`config.mk`:
```
export PLATFORM = sky130hd
export DESIGN_NAME = regfile_write_arbiter
export DESIGN_NICKNAME = d
export VERILOG_FILES = /design/src/rtl/regfile_write_arbiter.sv
export SDC_FILE = /design/constraint.sdc
export NUM_CORES = 1
export LEC_CHECK = 0
export BUFFER_PORTS_ARGS = -buffer_cell sky130_fd_sc_hd__buf_4
export CORE_MARGIN = 2
export CORE_UTILIZATION = 40
export CTS_CLUSTER_DIAMETER = 40
export CTS_CLUSTER_SIZE = 8
export DETAILED_ROUTE_END_ITERATION = 10
export GPL_TIMING_DRIVEN = 0
export PLACE_DENSITY = 0.73
export SYNTH_ARGS = -nofsm -noshare
export SYNTH_HDL_FRONTEND = slang
export SYNTH_SLANG_ARGS = --single-unit
```
`constraint.sdc`:
```
create_clock -name clk -period 3.4 [get_ports clk]
set_input_delay 0.85 -clock clk [delete_from_list [all_inputs] [get_ports clk]]
set_output_delay 0.85 -clock clk [all_outputs]
set_load 0.05 [all_outputs]
```
`src/rtl/regfile_write_arbiter.sv`:
```
// Round-robin write-port arbiter for a 16 x 32-bit register bank with a single-cycle bank flush.
// Optional macro REGFILE_R0_ZERO_EN makes register 0 read-as-zero: writes to it are accepted but never strobed.
module regfile_write_arbiter #(
   parameter int N_REQ     = 4,
   parameter int REG_COUNT = 16,
   parameter int ADDR_W    = 4,
   parameter int DATA_W    = 32
) (
   input  logic                      clk,
   input  logic                      clr,
   input  logic [N_REQ-1:0]          req_valid,
   input  logic [N_REQ*ADDR_W-1:0]   req_addr,
   input  logic [N_REQ*DATA_W-1:0]   req_data,
   output logic [N_REQ-1:0]          req_ready,
   input  logic                      flush_req,
   output logic                      flush_busy,
   output logic [1:0]                grant_id,
   output logic [REG_COUNT-1:0]      reg_wr,
   output logic [DATA_W-1:0]         reg_D,
   output logic                      reg_clr
);

   typedef enum logic {
      IDLE  = 1'b0,
      FLUSH = 1'b1
   } state_t;

   state_t                state;
   state_t                state_nxt;
   logic [1:0]            rr_ptr;
   logic [1:0]            cand;
   logic [1:0]            gnt_idx;
   logic                  gnt_any;
   logic                  xfer;
   logic [ADDR_W-1:0]     sel_addr;
   logic [DATA_W-1:0]     sel_data;
   logic [REG_COUNT-1:0]  wr_dec;

   // Both flush outputs come straight off the state flop so the bank clear is glitch-free.
   assign reg_clr    = (state == FLUSH);
   assign flush_busy = (state == FLUSH);
   assign xfer       = |(req_valid & req_ready);

   // NOTE: every signal driven here gets a default first, otherwise a path that skips the assignment infers a latch.
   always_comb begin
      req_ready = '0;
      gnt_any   = 1'b0;
      gnt_idx   = rr_ptr;
      cand      = rr_ptr;
      if (!clr && state == IDLE && !flush_req) begin
         for (int k = 0; k < N_REQ; k++) begin
            cand = rr_ptr + 2'(k);
            if (!gnt_any && req_valid[cand]) begin
               gnt_any = 1'b1;
               gnt_idx = cand;
            end
         end
         if (gnt_any) req_ready[gnt_idx] = 1'b1;
      end
   end

   // Out-of-range addresses fall through the decoder with no bit set, so they are acked but never written.
   always_comb begin
      sel_addr = req_addr[gnt_idx*ADDR_W +: ADDR_W];
      sel_data = req_data[gnt_idx*DATA_W +: DATA_W];
      wr_dec   = '0;
      for (int r = 0; r < REG_COUNT; r++) begin
         wr_dec[r] = (sel_addr == ADDR_W'(r));
      end
`ifdef REGFILE_R0_ZERO_EN
      wr_dec[0] = 1'b0;
`else
      wr_dec[0] = (sel_addr == '0);
`endif
   end

   always_comb begin
      state_nxt = state;
      case (state)
         IDLE:    if (flush_req) state_nxt = FLUSH;
         FLUSH:   state_nxt = IDLE;
         default: state_nxt = IDLE;
      endcase
   end

   // NOTE: state is updated with non-blocking assignments so every flop samples pre-edge values.
   always_ff @(posedge clk or posedge clr) begin
      if (clr) begin
         state    <= IDLE;
         rr_ptr   <= 2'd0;
         grant_id <= 2'd0;
         reg_wr   <= '0;
         reg_D    <= '0;
      end else begin
         state  <= state_nxt;
         reg_wr <= '0;
         if (xfer) begin
            rr_ptr   <= gnt_idx + 2'd1;
            grant_id <= gnt_idx;
            reg_wr   <= wr_dec;
            if (|wr_dec) reg_D <= sel_data;
         end
      end
   end

endmodule

```
==> results of run 1 <==
-- critical path: stages --
cell	delay [ns]
buf_4	0.14
nor3b_1	0.19
o22ai_1	0.16
a21oi_2	0.28
clkbuf_4	0.27
buf_2	0.27
nor2_1	0.07
buf_4	0.19
-- area by class of cell --
| class | instances | area [µm²] |
|---|---|---|
| repair buffers | 209 | 1582 |
| clock buffers | 7 | 96.34 |
| plain buffers | 33 | 180.2 |
| inverters | 8 | 30.03 |
| flip-flops and latches | 53 | 1326 |
| multi-input cells | 395 | 2235 |
| clock inverters | 1 | 5.005 |
| well taps | 111 | 138.9 |
| fillers | 838 | 3516 |
-- through the flow --
stage               power (mW)  TNS (ns)  cells  utilization  area [µm²]
floorplan                2.524   -0.3586    491            -        3722
global placement         3.256    -1.824    808       0.5937        5408
detailed placement       3.288    -1.743    809       0.5959        5428
CTS                      3.709         0    817       0.6111        5567
global route             3.938         0    817       0.6140        5593
finish                   3.709         0    817       0.6140        5593
-- sequential cells by signal, indices dropped and copies added (netlist names) --
| name | cells |
|---|---|
| reg_D | 32 |
| reg_wr | 16 |
| grant_id | 2 |
| rr_ptr | 2 |
| flush_busy | 1 |
-- metal layers --
layer	track usage	wire, µm
met3	0.05223	922
met5	0	0
met1	0.3357	5506
met2	0.4579	7022
met4	0.09168	465
-- cells by family (layout without fill, tap and decap cells) --
logic type                after synthesis  in the layout  share of synthesized area
AOI/OAI and AO/OA                      82             82                     0.1852
DFF                                    53             53                     0.3570
buffers and inverters                  43            258                    0.05456
xor gates and xnor gates                1              1                   0.002358
and+or+nand+nor                       309            309                     0.3917
muxes                                   3              3                   0.009093
-- worst min-delay path by stage --
stage / from / to / slack (ns) / cells past startpoint
after detailed placement: grant_id[1]$_DFFE_PP0P_ / grant_id[1]$_DFFE_PP0P_ / 0.49 / 2
after floorplan: rr_ptr[0]$_DFFE_PP0P_ / rr_ptr[0]$_DFFE_PP0P_ / 0.61 / 2
after global routing: clr / grant_id[0]$_DFFE_PP0P_ / 0.53 / 2
final: grant_id[1]$_DFFE_PP0P_ / grant_id[1]$_DFFE_PP0P_ / 0.50 / 2
after global placement: grant_id[1]$_DFFE_PP0P_ / grant_id[1]$_DFFE_PP0P_ / 0.48 / 2
after CTS: grant_id[1]$_DFFE_PP0P_ / grant_id[1]$_DFFE_PP0P_ / 0.51 / 2
-- power by group through the flow --
| stage | logic [mW] | registers [mW] | clock network (mW) |
|---|---|---|---|
| floorplan | 1.06 | 1.46 | 0 |
| detailed placement | 2.39 | 0.897 | 0 |
| global placement | 2.37 | 0.889 | 0 |
| global route | 2.60 | 0.911 | 0.426 |
| CTS | 2.42 | 0.888 | 0.404 |
| finish | 2.42 | 0.889 | 0.396 |
-- what timing repair did --
| item | in CTS | in global routing |
|---|---|---|
| hold endpoints to repair | 0 | 0 |
| buffers inserted | 2 | 0 |
| cloned | 0 | 0 |
| endpoints found under the setup margin | 4 | 4 |
| pin swaps | 1 | 1 |
| resized for setup | 10 | 8 |
-- synthesized netlist by cell type, drive strengths merged --
cell	n	share of area
dfrtp	53	0.36
xnor2	1	0.0024
and2	32	0.054
mux2i	3	0.0091
a221oi	2	0.0064
o31ai	1	0.0020
nand2	145	0.15
o22ai	7	0.012
a21boi	2	0.0040
a31o	32	0.075
a211o	2	0.0047
o311ai	1	0.0024
or2	1	0.0017
a2111oi	3	0.013
clkbuf	19	0.019
nand3	70	0.094
a21oi	11	0.015
nor4	4	0.0067
o21ai	4	0.0054
nor3	15	0.022
inv	8	0.0081
or3	2	0.0047
nor2b	3	0.0051
nor3b	2	0.0040
o211ai	1	0.0020
a22oi	1	0.0020
a21o	1	0.0020
nor4b	3	0.0071
nor2	18	0.019
nand2b	9	0.015
o311a	1	0.0027
o32a	1	0.0027
a211oi	3	0.0088
nand3b	5	0.010
o32ai	9	0.025
buf	16	0.027
==> results_dict.tcl, run 1 <==
set metrics [dict create \
    viasPerCell 5.442 \
    synth_seq_cells 53 \
    p_sw_mw 1.865 \
    fmax_mhz 305.9 \
    crit_type "in2out" \
    grt_pass1_wl_um 21220 \
    drv_cap 0 \
    drtIter0Drc 206 \
    cell_internal_pwr_mw 1.844 \
    tightest_slew_ns 0.7210 \
    final_nets 856 \
    static-leakage-power_nw 2.750 \
    period_share 0.9615 \
    cts_buffer_depth 2 \
    outcome "finished, final reports clean" \
    crit_path_max_fanout 10 \
    peakVddDrop_mv 0.3552 \
    grt_pass1_vias 4092 \
    yosysUniqueCellTypes 50 \
    most-common-layout-cells "buf_4, nand2_1, nand3_1, dfrtp_1" \
    endpoint "req_ready[1]" \
    ys.warnings.count 0 \
    gp_congestion 0.9742 \
    setup_ws_ns 0.1309 \
    drv_slew 0 \
    fp.dieW_um 100.4 \
    drc_errors 0 \
    grt_remaining_overflow 0 \
    worst_slew_margin_rel 0.5184 \
    netlist_area_um2 3715 \
    grt_start_max_net_pins 40 \
    routed_wl_um 13920 \
    cts-root-buf "clkbuf_8" \
    start_util 0.4078 \
    drtAntennaViolNets 0 \
    arrival_ns 2.42 \
    synth_cells 491 \
    io_pins 207 \
    swShare 0.5028 \
    period_needed_ns 3.269 \
    syn2layout_area_growth_pct 50.56 \
    num_vias 4446 \
    syn_avg_cell_area_um2 7.566 \
    comb_power_share 0.654 \
    drive_above_1_share 0.4065 \
    synth_nets 642 \
    final_common_cell "buf_4" \
    rsz0062_at_grt "no" \
    ys_seq_area_frac 0.3570 \
    io_buffers 206 \
    fin_worst_skew_ns 0.009444 \
    grt_util_all_layers 0.2670 \
    start_kind "input port" \
    setup_violations 0 \
    clock_latency_ns 0.31 \
    clk_pin_slew_ns 0.09 \
    coreArea_um2 9109 \
    reg2regPathDepth 9 \
    cts_made_buffers 5 \
    rr_endpoint "reg_D[26]$_DFFE_PP0P_" \
    die_area_um2 10070 \
    holdWs_ns 0.5006 \
    crit_start "req_valid[0]" \
    cts-hold-fix-buffers 0 \
    wl_per_cell_um 17.03 \
    final-hold-violation-count 0 \
    crit_path_end_kind "output pin" \
    dp_slack_ns -0.4623 \
    dp_hpwl_um 10990 \
    htreeDepth 2 \
    rows 35 \
    cts_sinks 53 \
    r2r_start "rr_ptr[1]$_DFFE_PP0P_" \
    worst_ep_required_time_ns 2.55 \
    clockPowerShare 0.107 \
    fp.dieH_um 100.4 \
    powerDensity_nw_per_um2 663.2 \
    antenna_found_initial 0 \
    diodes 0 \
    seqPwrFrac 0.240 \
    cts_tree "built" \
    hold_path.class "reg2reg" \
    firstDrtPassIters 5 \
    r2r_slack_ns 0.91 \
]
Note: power is estimated with default switching activity, not from simulation.
==> inputs of run 2 (changes only) <==
CORE_UTILIZATION = 45   (was 40)
PLACE_DENSITY = 0.81   (was 0.73)
==> results_dict.tcl, run 2 (synthesis gave the netlist of run 1 again) <==
set metrics [dict create \
    dp_hpwl_um 10240 \
    fp.dieW_um 94.86 \
    period_needed_ns 3.270 \
    start_util 0.4590 \
    fp.dieH_um 94.86 \
    syn2layout_area_growth_pct 51.30 \
    antenna_found_initial 0 \
    static-leakage-power_nw 2.765 \
    setup_violations 0 \
    gp_congestion 0.9292 \
    register_area_um2 1326 \
    worst_slew_margin_rel 0.4845 \
    arrival_ns 2.42 \
    hold_path.class "reg2reg" \
    cts_buffer_depth 2 \
    final-hold-violation-count 0 \
    r2r_slack_ns 0.86 \
    drtIter0Drc 249 \
    die_area_um2 8997 \
    cts_sinks 53 \
    grt_start_max_net_pins 28 \
    crit_path_end_kind "output pin" \
    hp-start "grant_id[0]$_DFFE_PP0P_" \
    fill_cells 705 \
    diodes 0 \
    critPathMaxStageDelay_ns 0.26 \
    drive_above_1_share 0.4054 \
    reg.largest.list "reg_D x32, reg_wr x16" \
    grt_pass1_wl_um 20400 \
    start_kind "input port" \
    drc_errors 0 \
    post-route-util 0.6945 \
    cts-hold-fix-buffers 0 \
    regMostFlops "reg_D" \
    final_nets 858 \
    cpMostUsedCell "buf_4" \
    fmax_mhz 305.8 \
    peakVddDrop_mv 0.4675 \
    cts-root-buf "clkbuf_8" \
    cp_slowest_cell "a22oi_2" \
    fin_worst_skew_ns 0.009338 \
    grt_pass1_vias 4109 \
    num_vias 4517 \
    most-common-layout-cells "buf_4, nand2_1, nand3_1, dfrtp_1" \
    cts_tree "built" \
    tightest_slew_ns 0.7732 \
    firstDrtPassIters 4 \
    multi_input_area_um2 2240 \
    clk_pin_slew_ns 0.10 \
    io_buffers 206 \
    powerDensity_nw_per_um2 671.3 \
    grt_remaining_overflow 0 \
    viasPerCell 5.556 \
    htreeDepth 2 \
    r2r_start "flush_busy$_DFF_PP0_" \
    wl_per_cell_um 16.32 \
    coreArea_um2 8093 \
    crit_path_max_fanout 10 \
    final_common_cell "buf_4" \
    outcome "finished, final reports clean" \
    design_area_um2 5620 \
    drtAntennaViolNets 0 \
    routed_wl_um 13270 \
    drv_slew 0 \
    placed_area_um2 5420 \
    rows 33 \
    grt_util_all_layers 0.2892 \
    drv_cap 0 \
    crit_type "in2out" \
    period_share 0.9618 \
    crit_chain "buf_4 > inv_1 > a22oi_2 > a21oi_2 > nor2_4 > buf_4 > nand2_1 > nor2_1 > buf_4" \
    cts_made_buffers 5 \
    crit_start "req_valid[3]" \
    worst_ep_required_time_ns 2.55 \
    clock_latency_ns 0.30 \
    io_pins 207 \
    largest_reg_flops 32 \
]
-- run 2: changes by cell type in the layout (fill, tap and decap cells not counted), sizes merged --
| cell | before | now |
|---|---|---|
| buf | 224 | 227 |
| bufinv | 0 | 1 |
| clkbuf | 25 | 24 |
| clkinv | 1 | 0 |
-- run 2: path summary, 6_finish.rpt --
path / cells past startpoint / end
worst max register to register: 7 / reg_wr[8]$_DFF_PP0_
max in group asynchronous: 3 / reg_D[18]$_DFFE_PP0P_
worst max-delay path: 9 / req_ready[1]
worst min register to register: 2 / grant_id[0]$_DFFE_PP0P_
min in group asynchronous: 2 / flush_busy$_DFF_PP0_
worst min-delay path: 2 / grant_id[0]$_DFFE_PP0P_
-- run 2: where the power goes --
| part | total (mW) | internal [mW] | switching [mW] |
|---|---|---|---|
| clock network | 0.446 | 0.240 | 0.206 |
| logic | 2.44 | 0.868 | 1.57 |
| registers | 0.888 | 0.799 | 0.0892 |
| total | 3.77 | 1.91 | 1.87 |
-- run 2: critical path: cells and delay by family --
kind                   cells  cell delay [ns]
and+or+nand+nor            3             0.49
AOI/OAI and AO/OA          2             0.41
buffers and inverters      4             0.66
-- run 2: area by class of cell --
type                            instances  area share
Clock inverter                          1    0.005343
Tap cell                              105     0.02337
Sequential cell                        53      0.2360
Buffer                                 33     0.03206
Clock buffer                            7     0.01536
Timing Repair Buffer                  211      0.2841
Inverter                                8    0.005343
Multi-Input combinational cell        395      0.3985
-- run 2: through the flow --
step                setup slack [ns]  hold WS, ns    TNS, ns  power (mW)  std cells
global route               -0.002160       0.5605  -0.002160       4.002        813
finish                        0.1298       0.4859          0       3.773        813
global placement             -0.4035       0.4646     -1.436       3.229        802
detailed placement           -0.4395       0.4677     -1.541       3.281        803
CTS                         0.005715       0.4901          0       3.746        809
floorplan                    -0.1333       0.6120    -0.3586       2.524        491
-- run 2: metal layers --
metal  wire length, µm  global-route usage
met1              5253              0.3661
met2              6799              0.5154
met3              1017             0.05267
met4               197             0.05918
met5                 0                   0
-- run 2: what timing repair did --
item                                    CTS  global route
pin swaps                                 1             3
gates resized for setup                  12             7
setup buffers                             0             4
endpoints found under the setup margin    4             4
==> inputs of run 3 (changes only) <==
ABC_AREA = 1   (was unset)
CORE_UTILIZATION = 40   (was 45)
PLACE_DENSITY = 0.72   (was 0.81)
REMOVE_ABC_BUFFERS = 1   (was unset)
==> results_dict.tcl, run 3 <==
set metrics [dict create \
    outcome "finished, final reports clean" \
    final-hold-violation-count 0 \
    synth_top_area_frac 0.4692 \
    wl_met3_um 877 \
    register_area_um2 1329 \
    yosysMostFrequentCell "nand2_1" \
    final_nets 1016 \
    crit_path_end_kind "output pin" \
    htreeDepth 2 \
    fmax_mhz 304.3 \
    p_total_mw 4.720 \
    drv_slew 0 \
    synth-edff-count 0 \
    clockPowerShare 0.081 \
    wl_per_cell_um 13.03 \
    drtIter0Drc 112 \
    synthTopCellsByArea "nand2_1, dfrtp_1, nand3_1" \
    cts-hold-fix-buffers 0 \
    async_flop_share 1.000 \
    synth_seq_cells 53 \
    period_share 0.9664 \
    grt_pass1_vias 4377 \
    grt_pass1_wl_um 20320 \
    drv_cap 0 \
    grt_start_max_net_pins 67 \
    hold_path.class "reg2reg" \
    cts_sinks 53 \
    fp.dieH_um 102.7 \
    dp_hpwl_um 9038 \
    synth_common_cells "nand2_1, dfrtp_1, nand3_1, inv_1, nor2_1" \
    top_layer "met4" \
    cts-root-buf "clkbuf_8" \
    die_area_um2 10550 \
    coreArea_um2 9594 \
    swShare 0.5777 \
    most-common-layout-cells "nand2_1, buf_4, dfrtp_1, nand3_1" \
    num_vias 4633 \
    syn_avg_cell_area_um2 5.807 \
    rows 36 \
    cell_internal_pwr_mw 1.993 \
    largest_reg_flops 32 \
    setup_violations 0 \
    fin_worst_skew_ns 0.006811 \
    netlist_area_um2 3896 \
    worst_slew_margin_rel 0.3883 \
    antenna_found_initial 0 \
    yosysUniqueCellTypes 24 \
    powerDensity_nw_per_um2 822.6 \
    crit_path_max_fanout 33 \
    drc_errors 0 \
    cts_tree "built" \
    cts_buffer_depth 2 \
    comb_power_share 0.718 \
    met1Wirelength_um 5413 \
    final_common_cell "nand2_1" \
    p_sw_mw 2.727 \
    setup_tns_ns 0 \
    reg.largest.list "reg_D x32, reg_wr x16" \
    grt_util_all_layers 0.2429 \
    multi_input_area_um2 2315 \
    fill_cells 943 \
    ys_seq_area_frac 0.3404 \
    drive_above_1_share 0.3002 \
    diodes 0 \
    io_pins 207 \
    synth_cells 671 \
    worst_ep_required_time_ns 2.55 \
    worstHoldPathCells 2 \
    seqPwrFrac 0.201 \
    gp_congestion 0.8103 \
    post-route-util 0.5981 \
    wl_met2_um 6532 \
    yosys.area.top_type "nand2_1" \
    fp.dieW_um 102.7 \
    peakVddDrop_mv 0.3664 \
    period_needed_ns 3.286 \
    syn2layout_area_growth_pct 47.27 \
    crit_type "in2out" \
    drtAntennaViolNets 0 \
    clock_latency_ns 0.31 \
    regMostFlops "reg_D" \
    cts_made_buffers 5 \
    start_kind "input port" \
    grt_remaining_overflow 0 \
    arrival_ns 2.44 \
    start_util 0.4061 \
    ys.warnings.count 0 \
    static-leakage-power_nw 3.540 \
    io_buffers 206 \
    holdWs_ns 0.4887 \
    viasPerCell 4.638 \
    tightest_slew_ns 0.9153 \
    reg2regPathDepth 15 \
    synth_top_flop_cell "dfrtp_1" \
    firstDrtPassIters 5 \
    routed_wl_um 13020 \
    clk_pin_slew_ns 0.10 \
]
run 3: cell count changes after synthesis, moves of 11 or more:
| cell | before | now |
|---|---|---|
| nand2_1 | 144 | 487 |
| nand3_1 | 70 | 22 |
| a31o_2 | 32 | 0 |
| and2_1 | 32 | 0 |
| nor3_1 | 14 | 0 |
| clkbuf_1 | 19 | 6 |
| inv_1 | 8 | 20 |
| a21oi_1 | 11 | 0 |
run 3: logic make-up after synthesis:
family	Yosys count	share of synthesized area
AND/OR/NAND/NOR	553	0.5658
buffers and inverters	61	0.08670
flip-flops	53	0.3404
AO/OA/AOI/OAI	4	0.007066
run 3: path summary, 6_finish.rpt:
| check | startpoint | endpoint | slack [ns] |
|---|---|---|---|
| max in group asynchronous | clr | reg_D[20]$_DFFE_PP0P_ | 2.29 |
| max reg2reg | rr_ptr[0]$_DFFE_PP0P_ | reg_wr[7]$_DFF_PP0_ | 0.63 |
| min | reg_D[1]$_DFFE_PP0P_ | reg_D[1]$_DFFE_PP0P_ | 0.49 |
| max | req_valid[3] | req_ready[2] | 0.11 |
| min reg2reg | reg_D[1]$_DFFE_PP0P_ | reg_D[1]$_DFFE_PP0P_ | 0.49 |
| min in group asynchronous | clr | reg_D[28]$_DFFE_PP0P_ | 0.56 |
run 3: through the flow:
| stage | instances | setup slack, ns | area [µm²] |
|---|---|---|---|
| after floorplan | 635 | -0.9698 | 3655 |
| after global placement | 974 | -1.458 | 5368 |
| after detailed placement | 977 | -1.539 | 5438 |
| after CTS | 993 | 0.04323 | 5660 |
| after global routing | 999 | -0.008042 | 5738 |
| final | 999 | 0.1141 | 5738 |
run 3: power by group through the flow:
stage | logic, mW | clock network (mW) | registers, mW
after global placement | 3.08 | 0 | 0.962
after floorplan | 1.58 | 0 | 1.58
after CTS | 3.31 | 0.387 | 0.950
after detailed placement | 3.16 | 0 | 0.964
after global routing | 3.77 | 0.416 | 0.972
final | 3.39 | 0.380 | 0.949
run 3: final cells by class:
cell class                      count  area share
Sequential cell                    53      0.2316
Timing Repair Buffer              219      0.2944
Multi-Input combinational cell    560      0.4034
Clock inverter                      3    0.004579
Timing Repair inverter              1    0.001962
Clock buffer                        5     0.01199
Inverter                           25     0.02311
Tap cell                          133     0.02900
run 3: layer usage:
| metal | up-vias | track usage |
|---|---|---|
| met5 | - | 0 |
| met2 | 136 | 0.4163 |
| met4 | 0 | 0.06564 |
| met1 | 2085 | 0.2966 |
| met3 | 12 | 0.07458 |
| li1 | 2400 | - |
run 3: worst max-delay path, stage by stage:
cell and delay [ns]:
buf_4 0.12, nand2_1 0.11, nand3_2 0.11, nand2_1 0.13
nand4_2 0.18, nand2_2 0.14, nand3_4 0.10, nand2_8 0.18
clkinv_16 0.12, nand3_1 0.13, inv_1 0.05, buf_4 0.18
run 3: timing repair:
action,in CTS,in global routing
setup buffers,5,4
endpoints found under the hold margin,0,0
pin swaps,3,2
cloned,3,2
setup endpoints to repair,44,4
resized for setup,14,8
